### src/rtl/cpu_pkg.sv
// Shared encodings for the 8-bit accumulator processor:
// opcodes, control-unit state codes, accumulator source selects and the control bundle.
package cpu_pkg;

  localparam int OPCODE_W = 3;
  localparam int STATE_W  = 4;

  localparam logic [2:0] OP_LOAD  = 3'b000;
  localparam logic [2:0] OP_STORE = 3'b001;
  localparam logic [2:0] OP_ADD   = 3'b010;
  localparam logic [2:0] OP_SUB   = 3'b011;
  localparam logic [2:0] OP_IN    = 3'b100;
  localparam logic [2:0] OP_JZ    = 3'b101;
  localparam logic [2:0] OP_JPOS  = 3'b110;
  localparam logic [2:0] OP_HALT  = 3'b111;

  localparam logic [3:0] ST_START   = 4'd0;
  localparam logic [3:0] ST_FETCH   = 4'd1;
  localparam logic [3:0] ST_DECODE  = 4'd2;
  localparam logic [3:0] ST_LOAD_X  = 4'd3;
  localparam logic [3:0] ST_STORE_X = 4'd4;
  localparam logic [3:0] ST_ADD_X   = 4'd5;
  localparam logic [3:0] ST_SUB_X   = 4'd6;
  localparam logic [3:0] ST_IN_WAIT = 4'd7;
  localparam logic [3:0] ST_IN_REL  = 4'd8;
  localparam logic [3:0] ST_JZ_X    = 4'd9;
  localparam logic [3:0] ST_JPOS_X  = 4'd10;
  localparam logic [3:0] ST_HALT_S  = 4'd11;

  localparam logic [1:0] ASEL_ALU = 2'b00;
  localparam logic [1:0] ASEL_IN  = 2'b01;
  localparam logic [1:0] ASEL_MEM = 2'b10;

  typedef struct packed {
    logic       ir_load;
    logic       pc_load;
    logic       jmp_mux;
    logic       mem_inst;
    logic       mem_wr;
    logic       a_load;
    logic [1:0] a_sel;
    logic       sub;
    logic       halt;
  } ctrl_t;

endpackage

### src/rtl/control_unit_if.sv
// Control-unit <-> datapath bundle: opcode and status flags in, control strobes out.
interface control_unit_if #(
  parameter int OPCODE_W = 3,
  parameter int STATE_W  = 4
);
  logic [OPCODE_W-1:0] IR;
  logic                Aeq0;
  logic                Apos;
  logic                Enter;
  logic                IRload;
  logic                PCload;
  logic                JMPmux;
  logic                Meminst;
  logic                MemWr;
  logic                Aload;
  logic [1:0]          Asel;
  logic                Sub;
  logic                Halt;
  logic [STATE_W-1:0]  State;

  modport master (
    input  IR, Aeq0, Apos, Enter,
    output IRload, PCload, JMPmux, Meminst, MemWr, Aload, Asel, Sub, Halt, State
  );

  modport slave (
    output IR, Aeq0, Apos, Enter,
    input  IRload, PCload, JMPmux, Meminst, MemWr, Aload, Asel, Sub, Halt, State
  );
endinterface

### src/rtl/control_decode.sv
// Combinational output table: maps the current state plus the branch/enter
// qualifiers onto every control strobe. Only JZ/JPOS/IN_WAIT look at inputs.
module control_decode
  import cpu_pkg::*;
#(
  parameter int STATE_W = 4
) (
  input  logic [STATE_W-1:0] state,
  input  logic               aeq0,
  input  logic               apos,
  input  logic               enter,
  output ctrl_t              ctrl
);

  // Output table per state; anything not set stays 0.
  always_comb begin
    ctrl = '0;
    case (state)
      ST_FETCH: begin
        ctrl.ir_load = 1'b1;
        ctrl.pc_load = 1'b1;
      end
      ST_DECODE: ctrl.mem_inst = 1'b1;
      ST_LOAD_X: begin
        ctrl.mem_inst = 1'b1;
        ctrl.a_sel    = ASEL_MEM;
        ctrl.a_load   = 1'b1;
      end
      ST_STORE_X: begin
        ctrl.mem_inst = 1'b1;
        ctrl.mem_wr   = 1'b1;
      end
      ST_ADD_X: begin
        ctrl.mem_inst = 1'b1;
        ctrl.a_sel    = ASEL_ALU;
        ctrl.a_load   = 1'b1;
      end
      ST_SUB_X: begin
        ctrl.mem_inst = 1'b1;
        ctrl.a_sel    = ASEL_ALU;
        ctrl.sub      = 1'b1;
        ctrl.a_load   = 1'b1;
      end
      // A key already held when we arrive is loaded in this very cycle.
      ST_IN_WAIT: begin
        ctrl.a_sel  = ASEL_IN;
        ctrl.a_load = enter;
      end
      ST_JZ_X: begin
        ctrl.jmp_mux = 1'b1;
        ctrl.pc_load = aeq0;
      end
      ST_JPOS_X: begin
        ctrl.jmp_mux = 1'b1;
        ctrl.pc_load = apos;
      end
      ST_HALT_S: ctrl.halt = 1'b1;
      default: ctrl = '0;
    endcase
  end

endmodule

### src/rtl/control_unit.sv
// Instruction-sequencing FSM for the accumulator processor: state register and
// next-state logic here, output strobes decoded combinationally in control_decode.
module control_unit
  import cpu_pkg::*;
#(
  parameter int OPCODE_W = 3,
  parameter int STATE_W  = 4
) (
  input  logic           clock,
  input  logic           Reset,
  control_unit_if.master bus
);

  logic [STATE_W-1:0]  state_q;
  logic [STATE_W-1:0]  state_d;
  logic [OPCODE_W-1:0] opcode_s;
  ctrl_t               ctrl_s;

  assign opcode_s = bus.IR;

  // Next-state selection; unused encodings fall back to START.
  always_comb begin
    state_d = ST_START;
    case (state_q)
      ST_START:  state_d = ST_FETCH;
      ST_FETCH:  state_d = ST_DECODE;
      ST_DECODE: begin
        case (opcode_s)
          OP_LOAD:  state_d = ST_LOAD_X;
          OP_STORE: state_d = ST_STORE_X;
          OP_ADD:   state_d = ST_ADD_X;
          OP_SUB:   state_d = ST_SUB_X;
          OP_IN:    state_d = ST_IN_WAIT;
          OP_JZ:    state_d = ST_JZ_X;
          OP_JPOS:  state_d = ST_JPOS_X;
          OP_HALT:  state_d = ST_HALT_S;
          default:  state_d = ST_START;
        endcase
      end
      ST_LOAD_X, ST_STORE_X, ST_ADD_X, ST_SUB_X,
      ST_JZ_X, ST_JPOS_X: state_d = ST_FETCH;
      ST_IN_WAIT: begin
        if (bus.Enter) state_d = ST_IN_REL;
        else           state_d = ST_IN_WAIT;
      end
      // Waiting for key release so one press is consumed exactly once.
      ST_IN_REL: begin
        if (bus.Enter) state_d = ST_IN_REL;
        else           state_d = ST_FETCH;
      end
      ST_HALT_S: state_d = ST_HALT_S;
      default:   state_d = ST_START;
    endcase
  end

  // State register; asynchronous reset aborts any instruction in flight.
  always_ff @(posedge clock or negedge Reset) begin
    if (!Reset) state_q <= ST_START;
    else        state_q <= state_d;
  end

  control_decode #(.STATE_W(STATE_W)) u_decode (
    .state (state_q),
    .aeq0  (bus.Aeq0),
    .apos  (bus.Apos),
    .enter (bus.Enter),
    .ctrl  (ctrl_s)
  );

  assign bus.IRload  = ctrl_s.ir_load;
  assign bus.PCload  = ctrl_s.pc_load;
  assign bus.JMPmux  = ctrl_s.jmp_mux;
  assign bus.Meminst = ctrl_s.mem_inst;
  assign bus.MemWr   = ctrl_s.mem_wr;
  assign bus.Aload   = ctrl_s.a_load;
  assign bus.Asel    = ctrl_s.a_sel;
  assign bus.Sub     = ctrl_s.sub;
  assign bus.Halt    = ctrl_s.halt;
  assign bus.State   = state_q;

endmodule

### src/flat_wrapper.sv
// flat-port wrapper written by rule: the top's interface ports become plain ports
module control_unit_flat import cpu_pkg::*;
#(
  parameter int OPCODE_W = 3,
  parameter int STATE_W  = 4
)
  (clock, Reset, bus_IR, bus_Aeq0, bus_Apos, bus_Enter, bus_IRload, bus_PCload, bus_JMPmux, bus_Meminst, bus_MemWr, bus_Aload, bus_Asel, bus_Sub, bus_Halt, bus_State);
  control_unit_if #(.OPCODE_W(OPCODE_W), .STATE_W(STATE_W)) bus_i ();
  input  logic clock;
  input  logic Reset;
  input wire logic [$bits(bus_i.IR)-1:0] bus_IR;
  input wire logic [$bits(bus_i.Aeq0)-1:0] bus_Aeq0;
  input wire logic [$bits(bus_i.Apos)-1:0] bus_Apos;
  input wire logic [$bits(bus_i.Enter)-1:0] bus_Enter;
  output wire logic [$bits(bus_i.IRload)-1:0] bus_IRload;
  output wire logic [$bits(bus_i.PCload)-1:0] bus_PCload;
  output wire logic [$bits(bus_i.JMPmux)-1:0] bus_JMPmux;
  output wire logic [$bits(bus_i.Meminst)-1:0] bus_Meminst;
  output wire logic [$bits(bus_i.MemWr)-1:0] bus_MemWr;
  output wire logic [$bits(bus_i.Aload)-1:0] bus_Aload;
  output wire logic [$bits(bus_i.Asel)-1:0] bus_Asel;
  output wire logic [$bits(bus_i.Sub)-1:0] bus_Sub;
  output wire logic [$bits(bus_i.Halt)-1:0] bus_Halt;
  output wire logic [$bits(bus_i.State)-1:0] bus_State;
  assign bus_i.IR = bus_IR;
  assign bus_i.Aeq0 = bus_Aeq0;
  assign bus_i.Apos = bus_Apos;
  assign bus_i.Enter = bus_Enter;
  assign bus_IRload = bus_i.IRload;
  assign bus_PCload = bus_i.PCload;
  assign bus_JMPmux = bus_i.JMPmux;
  assign bus_Meminst = bus_i.Meminst;
  assign bus_MemWr = bus_i.MemWr;
  assign bus_Aload = bus_i.Aload;
  assign bus_Asel = bus_i.Asel;
  assign bus_Sub = bus_i.Sub;
  assign bus_Halt = bus_i.Halt;
  assign bus_State = bus_i.State;
  control_unit #(.OPCODE_W(OPCODE_W), .STATE_W(STATE_W)) u_core (.clock(clock), .Reset(Reset), .bus(bus_i));
endmodule
### config.mk
export PLATFORM = sky130hd
export DESIGN_NAME = control_unit_flat
export DESIGN_NICKNAME = d
export VERILOG_FILES = /design/src/rtl/cpu_pkg.sv /design/src/rtl/control_unit_if.sv /design/src/rtl/control_decode.sv /design/src/rtl/control_unit.sv /design/src/flat_wrapper.sv
export SDC_FILE = /design/constraint.sdc
export NUM_CORES = 1
export LEC_CHECK = 0
export ABC_AREA = 1
export ABC_CLOCK_PERIOD_IN_PS = 2090
export BUFFER_PORTS_ARGS = -buffer_cell sky130_fd_sc_hd__buf_4
export CELL_PAD_IN_SITES_DETAIL_PLACEMENT = 0
export CELL_PAD_IN_SITES_GLOBAL_PLACEMENT = 1
export CORE_UTILIZATION = 29
export DETAILED_ROUTE_END_ITERATION = 10
export PLACE_DENSITY_LB_ADDON = 0.15
export SETUP_SLACK_MARGIN = 0.05
export SYNTH_ARGS = -nofsm -noshare
export SYNTH_HDL_FRONTEND = slang
export SYNTH_SLANG_ARGS = --single-unit
export TNS_END_PERCENT = 100
### constraint.sdc
create_clock -name clock -period 2.09 [get_ports clock]
set_input_delay 0.209 -clock clock [delete_from_list [all_inputs] [get_ports clock]]
set_output_delay 0.209 -clock clock [all_outputs]
set_load 0.02 [all_outputs]
==> summary.txt, run 1 <==
Status
  • Result of the run: completed

Clock tree
  • CTS tree: done
  • Worst-Skew Late Latency: 230 ps
  • Total CTS buffers: 3
  • CTS Sinks: 4
  • CTS clock-pin slew for the worst setup and hold paths: 30 ps
  • CTS resizes: 0
  • Clock buffer depth: 2
  • CTS root buffer: clkbuf_4
  • Htree depth: 1

Setup path
  • Crit-path cells: inv_1 > nand2_1 > nor2_1 > inv_1 > nand3_1 > buf_4
  • Worst path max stage delay: 440 ps
  • Crit path kind: reg -> out
  • Crit Path Max Fanout: 6
  • Worst EP required: 1880 ps
  • Top cell by count, worst path: inv_1
  • R2R Setup Slk: 960 ps
  • Worst R2R Start: u_core.bus.State[0]
  • Worst setup EP type: output pin
  • Crit-path leading delay family: flip-flops
  • WP buf/inv: 3
  • Critical path launch point type: register
  • Critical Path AT: 1340 ps
  • Critical Path Source: u_core.bus.State[1]
  • Slowest CP cell: dfrtp_1

Yosys
  • Synth Instances: 72
  • Flops & latches, synth: 4
  • Synth Cell Area: 435 µm²
  • Synth top area cells: dfrtp_1, nand2_1, ha_1
  • Syn_nets: 84
  • Top-area cell type share of the netlist area: 23.0%
  • Yosys cell types: 15
  • Avg Cell Area, Syn: 6.05 µm²
  • Seq/Total Area, Yosys: 23.0%
  • Synth warnings: 0
  • Post-synth top area cell: dfrtp_1

Route
  • DR iter-0 viols: 6
  • DRT Pass-1 Iters: 4
  • DRC viols: 0
  • WL final: 1090 µm
  • DR vias: 505
  • Routed Antenna Nets: 0
  • Via density: 4.51
  • WL/cell: 9.72 µm

Floorplan
  • Core area: 1350 µm²
  • Placement row count: 13
  • Initial Util: 32.3%
  • IO Count: 22
  • Die Y-Extent: 40.8 µm
  • Die area: 1660 µm²
  • Die X: 40.8 µm

Pwr
  • Cell Pwr Density: 1400 nW/µm²
  • Pleak: 0.383 nW
  • Worst IR Drop VDD: 0.000629 V

Final layout
  • Filler Cell Count: 158
  • # diodes: 0
  • Area delta synth->final: 48.0%
  • Nets: 111
  • Most common cell after layout, fill and taps aside: buf_4
  • Layout cells sized above 1: 33.0%
  • Most frequent cells in the layout: buf_4, nand2_1, inv_1
  • Max reg flops: 4
  • Final Util: 47.7%

Place
  • Port Buffers: 21
  • DPL Wire Length: 930 µm
  • Gpl congestion: 0.820

Global route
  • Gr usage total: 16.0%
  • Total grt overflow: 0
  • Number of global-route vias before repair: 406
  • First-pass GRT wire length: 1640 µm
  • Largest net degree at the start of global routing: 7
  • Initial antenna violation count: 0

Timing
  • Final hold vios: 0
  • Period minus WS final: 1550 ps
  • Slew Limit Fails: 0
  • RSZ-0062 raised after global routing: false
  • Slew margin rel.: 84.5%
  • Slew @ Worst Pin: 231 ps
  • Max frequency: 647 MHz
  • Setup violators final: 0
  • Final period utilization: 74.0%
  • Clock skew: 0.156 ps
  • Setup TNS: 0 ps

Hold path
  • Worst Hold Class: in -> reg
  • Hold path start: bus_Enter

Run
  • Max Cap Viol: 0
-- cell usage after synthesis --
| master | n |
|---|---|
| nand2_1 | 18 |
| nor2_2 | 2 |
| o21ai_1 | 1 |
| dfrtp_1 | 4 |
| o31ai_1 | 1 |
| inv_2 | 2 |
| inv_1 | 13 |
| nand3_1 | 6 |
| nor2_4 | 1 |
| o21ai_0 | 3 |
| nand4_1 | 3 |
| a21oi_1 | 1 |
| ha_1 | 4 |
| nor2_1 | 10 |
| nand2_2 | 3 |
-- worst paths after layout --
check | end | depth (start not counted)
worst max-delay path | bus_PCload | 6
worst min-delay path | u_core.bus.State[3] | 3
worst max register to register | u_core.bus.State[0] | 7
worst min register to register | u_core.bus.State[3] | 4
max in group asynchronous | u_core.bus.State[2] | 2
min in group asynchronous | u_core.bus.State[0] | 2
-- worst reg2reg max path, delay by kind of cell (launching register included) --
family | cells | cell delay, ps
buffers and inverters | 1 | 120
flip-flops | 1 | 430
AND/OR/NAND/NOR | 6 | 520
-- routing by layer --
metal | global-route usage [%] | wire, µm
met2 | 22.6 | 475
met1 | 21.0 | 541
met4 | 12.5 | 13
met3 | 3.26 | 60
met5 | 0 | 0
-- report_power, final --
part	switching, W	internal [W]
clock network	0.0000277	0.0000640
registers	0.0000520	0.000113
logic	0.000402	0.000243
-- layout make-up --
cell class                      instances  area [µm²]  area share, %
Multi-Input combinational cell         53         279           43.3
Timing Repair Buffer                   22         168           26.0
Sequential cell                         4         100           15.5
Inverter                               15        56.3           8.74
Clock buffer                            3        22.5           3.50
Tap cell                               15        18.8           2.91
-- per-stage QoR --
stage,setup slack (ps),std cells,cell area [µm²],total power (W),hold slack [ps]
global placement,799,108,612,0.000822,5.15
global route,428,112,644,0.000989,278
floorplan,559,72,435,0.000565,-86.6
finish,544,112,644,0.000902,270
CTS,544,112,644,0.000915,258
detailed placement,797,108,612,0.000815,4.29
-- cells by family (layout without fill, tap and decap cells) --
group	Yosys count	in the layout	share of synthesized area (%)
buffers and inverters	15	40	12.9
adder cells (fa/ha/maj)	4	4	11.5
flip-flops	4	4	23.0
AND/OR/NAND/NOR	43	43	45.1
AO/OA/AOI/OAI	6	6	7.47
-- what timing repair did --
action / 4_1_cts / 5_1_grt
hold endpoints to repair: 4 / 0
hold buffers: 1 / 0
buffers inserted: 0 / 0
Power figures use the tool's default switching activity.
==> run 2: changes to the inputs <==
--- a/config.mk
+++ b/config.mk
@@ -6,11 +6,11 @@
 export NUM_CORES = 1
 export LEC_CHECK = 0
 export ABC_AREA = 1
-export ABC_CLOCK_PERIOD_IN_PS = 2090
+export ABC_CLOCK_PERIOD_IN_PS = 1510
 export BUFFER_PORTS_ARGS = -buffer_cell sky130_fd_sc_hd__buf_4
 export CELL_PAD_IN_SITES_DETAIL_PLACEMENT = 0
 export CELL_PAD_IN_SITES_GLOBAL_PLACEMENT = 1
-export CORE_UTILIZATION = 29
+export CORE_UTILIZATION = 27
 export DETAILED_ROUTE_END_ITERATION = 10
 export PLACE_DENSITY_LB_ADDON = 0.15
 export SETUP_SLACK_MARGIN = 0.05
==> constraint.sdc (replaced) <==
create_clock -name clock -period 1.51 [get_ports clock]
set_input_delay 0.151 -clock clock [delete_from_list [all_inputs] [get_ports clock]]
set_output_delay 0.151 -clock clock [all_outputs]
set_load 0.02 [all_outputs]
==> summary.txt, run 2 (same netlist as run 1, synthesis figures left out) <==
Global route
  • Gr usage total: 13.1% (-3.0 points)
  • Initial antenna violation count: 0 (unchanged)
  • Total grt overflow: 0 (unchanged)
  • Number of global-route vias before repair: 426 (+4.9%)
  • First-pass GRT wire length: 1780 µm (+8.9%)
  • Largest net degree at the start of global routing: 7 (unchanged)

Timing
  • RSZ-0062 raised after global routing: true
  • Final period utilization: 92.8%
  • Setup ws final: 109 ps (-435 ps)
  • Slew margin rel.: 81.5% (-3.1 points)
  • Setup TNS: 0 ps (unchanged)
  • Period minus WS final: 1400 ps
  • Slew Limit Fails: 0 (unchanged)
  • Setup violators final: 0 (unchanged)
  • Max frequency: 714 MHz
  • Slew @ Worst Pin: 277 ps (+45.6 ps)
  • Final hold vios: 0 (unchanged)
  • Clock skew: 5.52 ps (+5.37 ps)

Place
  • Gpl congestion: 0.767 (-6.4%)
  • Pre-CTS WS: 315 ps (-482 ps)
  • Port Buffers: 21 (unchanged)
  • DPL Wire Length: 957 µm (+2.9%)

Clock tree
  • Total CTS buffers: 3 (unchanged)
  • CTS clock-pin slew for the worst setup and hold paths: 40 ps (about the same)
  • Htree depth: 1 (unchanged)
  • CTS tree: done
  • Clock buffer depth: 2 (unchanged)
  • CTS Sinks: 4 (unchanged)
  • Worst-Skew Late Latency: 230 ps (about the same)
  • CTS root buffer: clkbuf_4

Hold path
  • Hold depth: 3 (unchanged)
  • Worst Hold Class: in -> reg
  • Hold EP: u_core.bus.State[3]
  • Hold path start: bus_Enter

Route
  • WL/cell: 10.1 µm (+3.5%)
  • WL final: 1150 µm (+5.3%)
  • DRT Pass-1 Iters: 4 (unchanged)
  • Routed Antenna Nets: 0 (unchanged)
  • DR iter-0 viols: 9 (+3)
  • DR vias: 515 (+2.0%)
  • Via density: 4.52 (+0.19%)
  • DRC viols: 0 (unchanged)

Setup path
  • R2R Path End: u_core.bus.State[0]
  • R2R Setup Slk: 400 ps (-560 ps)
  • Worst EP required: 1360 ps (-520 ps)
  • WP buf/inv: 1 (-2)
  • Slowest CP cell: dfrtp_1
  • Critical path launch point type: register
  • Crit Path Max Fanout: 6 (unchanged)
  • Worst R2R Start: u_core.bus.State[0]
  • Worst path max stage delay: 430 ps (about the same)
  • Worst setup EP type: output pin
  • Crit path kind: reg -> out
  • R2r worst-path depth: 6 (-1)
  • Critical Path AT: 1250 ps (-90 ps)
  • Crit-path cells: nand2_2 > nor2_1 > o31ai_2 > buf_4
  • Crit-path leading delay family: flip-flops

Floorplan
  • Die area: 1780 µm² (+7.0%)
  • Die Y-Extent: 42.2 µm (+3.4%)
  • Core area: 1510 µm² (+12%)
  • Initial Util: 28.9% (-3.3 points)
  • Die X: 42.2 µm (+3.4%)
  • Placement row count: 14 (+1)
  • IO Count: 22 (unchanged)

Status
  • Result of the run: completed

Pwr
  • Worst IR Drop VDD: 0.000910 V (+45%)
  • Pleak: 0.388 nW (+1.3%)
  • Cell Pwr Density: 1960 nW/µm² (+40%)

Run
  • Max Cap Viol: 0 (unchanged)

Final layout
  • Register Area: 101 µm² (+1.2%)
  • # diodes: 0 (unchanged)
  • Layout cells sized above 1: 39.8% (+6.8 points)
  • Most common cell after layout, fill and taps aside: buf_4
  • Nets: 112 (+0.90%)
  • Filler Cell Count: 158 (unchanged)
  • Most frequent cells in the layout: buf_4, nand2_1, inv_1
  • Max reg flops: 4 (unchanged)
  • Multi-input logic area: 289 µm² (+3.6%)
  • Area delta synth->final: 52.6%
  • Final Util: 44.1% (-3.6 points)
==> run 2: how the worst max path moves through the flow <==
stage	startpoint	endpoint	slack [ps]	cells past startpoint
after floorplan	u_core.bus.State[3]	bus_Aload	80	3
after global placement	u_core.bus.State[0]	bus_JMPmux	320	4
after detailed placement	u_core.bus.State[3]	bus_Aload	320	4
after CTS	u_core.bus.State[1]	bus_PCload	60	6
after global routing	u_core.bus.State[1]	bus_PCload	30	6
final	u_core.bus.State[0]	bus_Aload	110	4
==> run 2: per-stage QoR <==
step,hold WS [ps],power (W),instance area (µm²),instances
5_1_grt,223,0.00140,664,114
3_3_place_gp,-49.1,0.00114,616,109
6_report,202,0.00130,664,114
3_5_place_dp,-49.7,0.00113,616,109
4_1_cts,197,0.00127,648,113
2_1_floorplan,-145,0.000791,438,72
==> run 2: layout make-up <==
type,count,area share (%)
clock buffer,3,3.39
sequential,4,15.3
tap,16,3.01
inverter,15,8.47
multi-input combinational,53,43.5
timing repair buffer,23,26.4
==> run 2: worst register-to-register path, cell delays in order (launching register included) <==
cell and delay (ps):
dfrtp_1 430, nand2_2 170, inv_1 60, nand2_1 110, nand3_1 90, nor2_1 90
nand2_1 50
==> run 2: metal layers <==
layer  vias up  GRT usage, %  share of wire [%]
li1        278             -                  -
met5         -             0                  0
met3         0          6.03                7.0
met4         0          1.88                  0
met2        14          19.1                 42
met1       223          18.1                 50
==> run 2: what timing repair did <==
item,in CTS,in global routing
endpoints found under the setup margin,0,3
buffers inserted,0,1
gates resized for setup,0,5
hold buffers,1,0
hold endpoints to repair,4,0
==> run 2: power by group <==
part,switching [W],internal [W],total [W],leakage (nW)
logic,0.000573,0.000365,0.000939,0.324
registers,0.0000724,0.000159,0.000231,0.0501
clock network,0.0000427,0.0000888,0.000132,0.0138
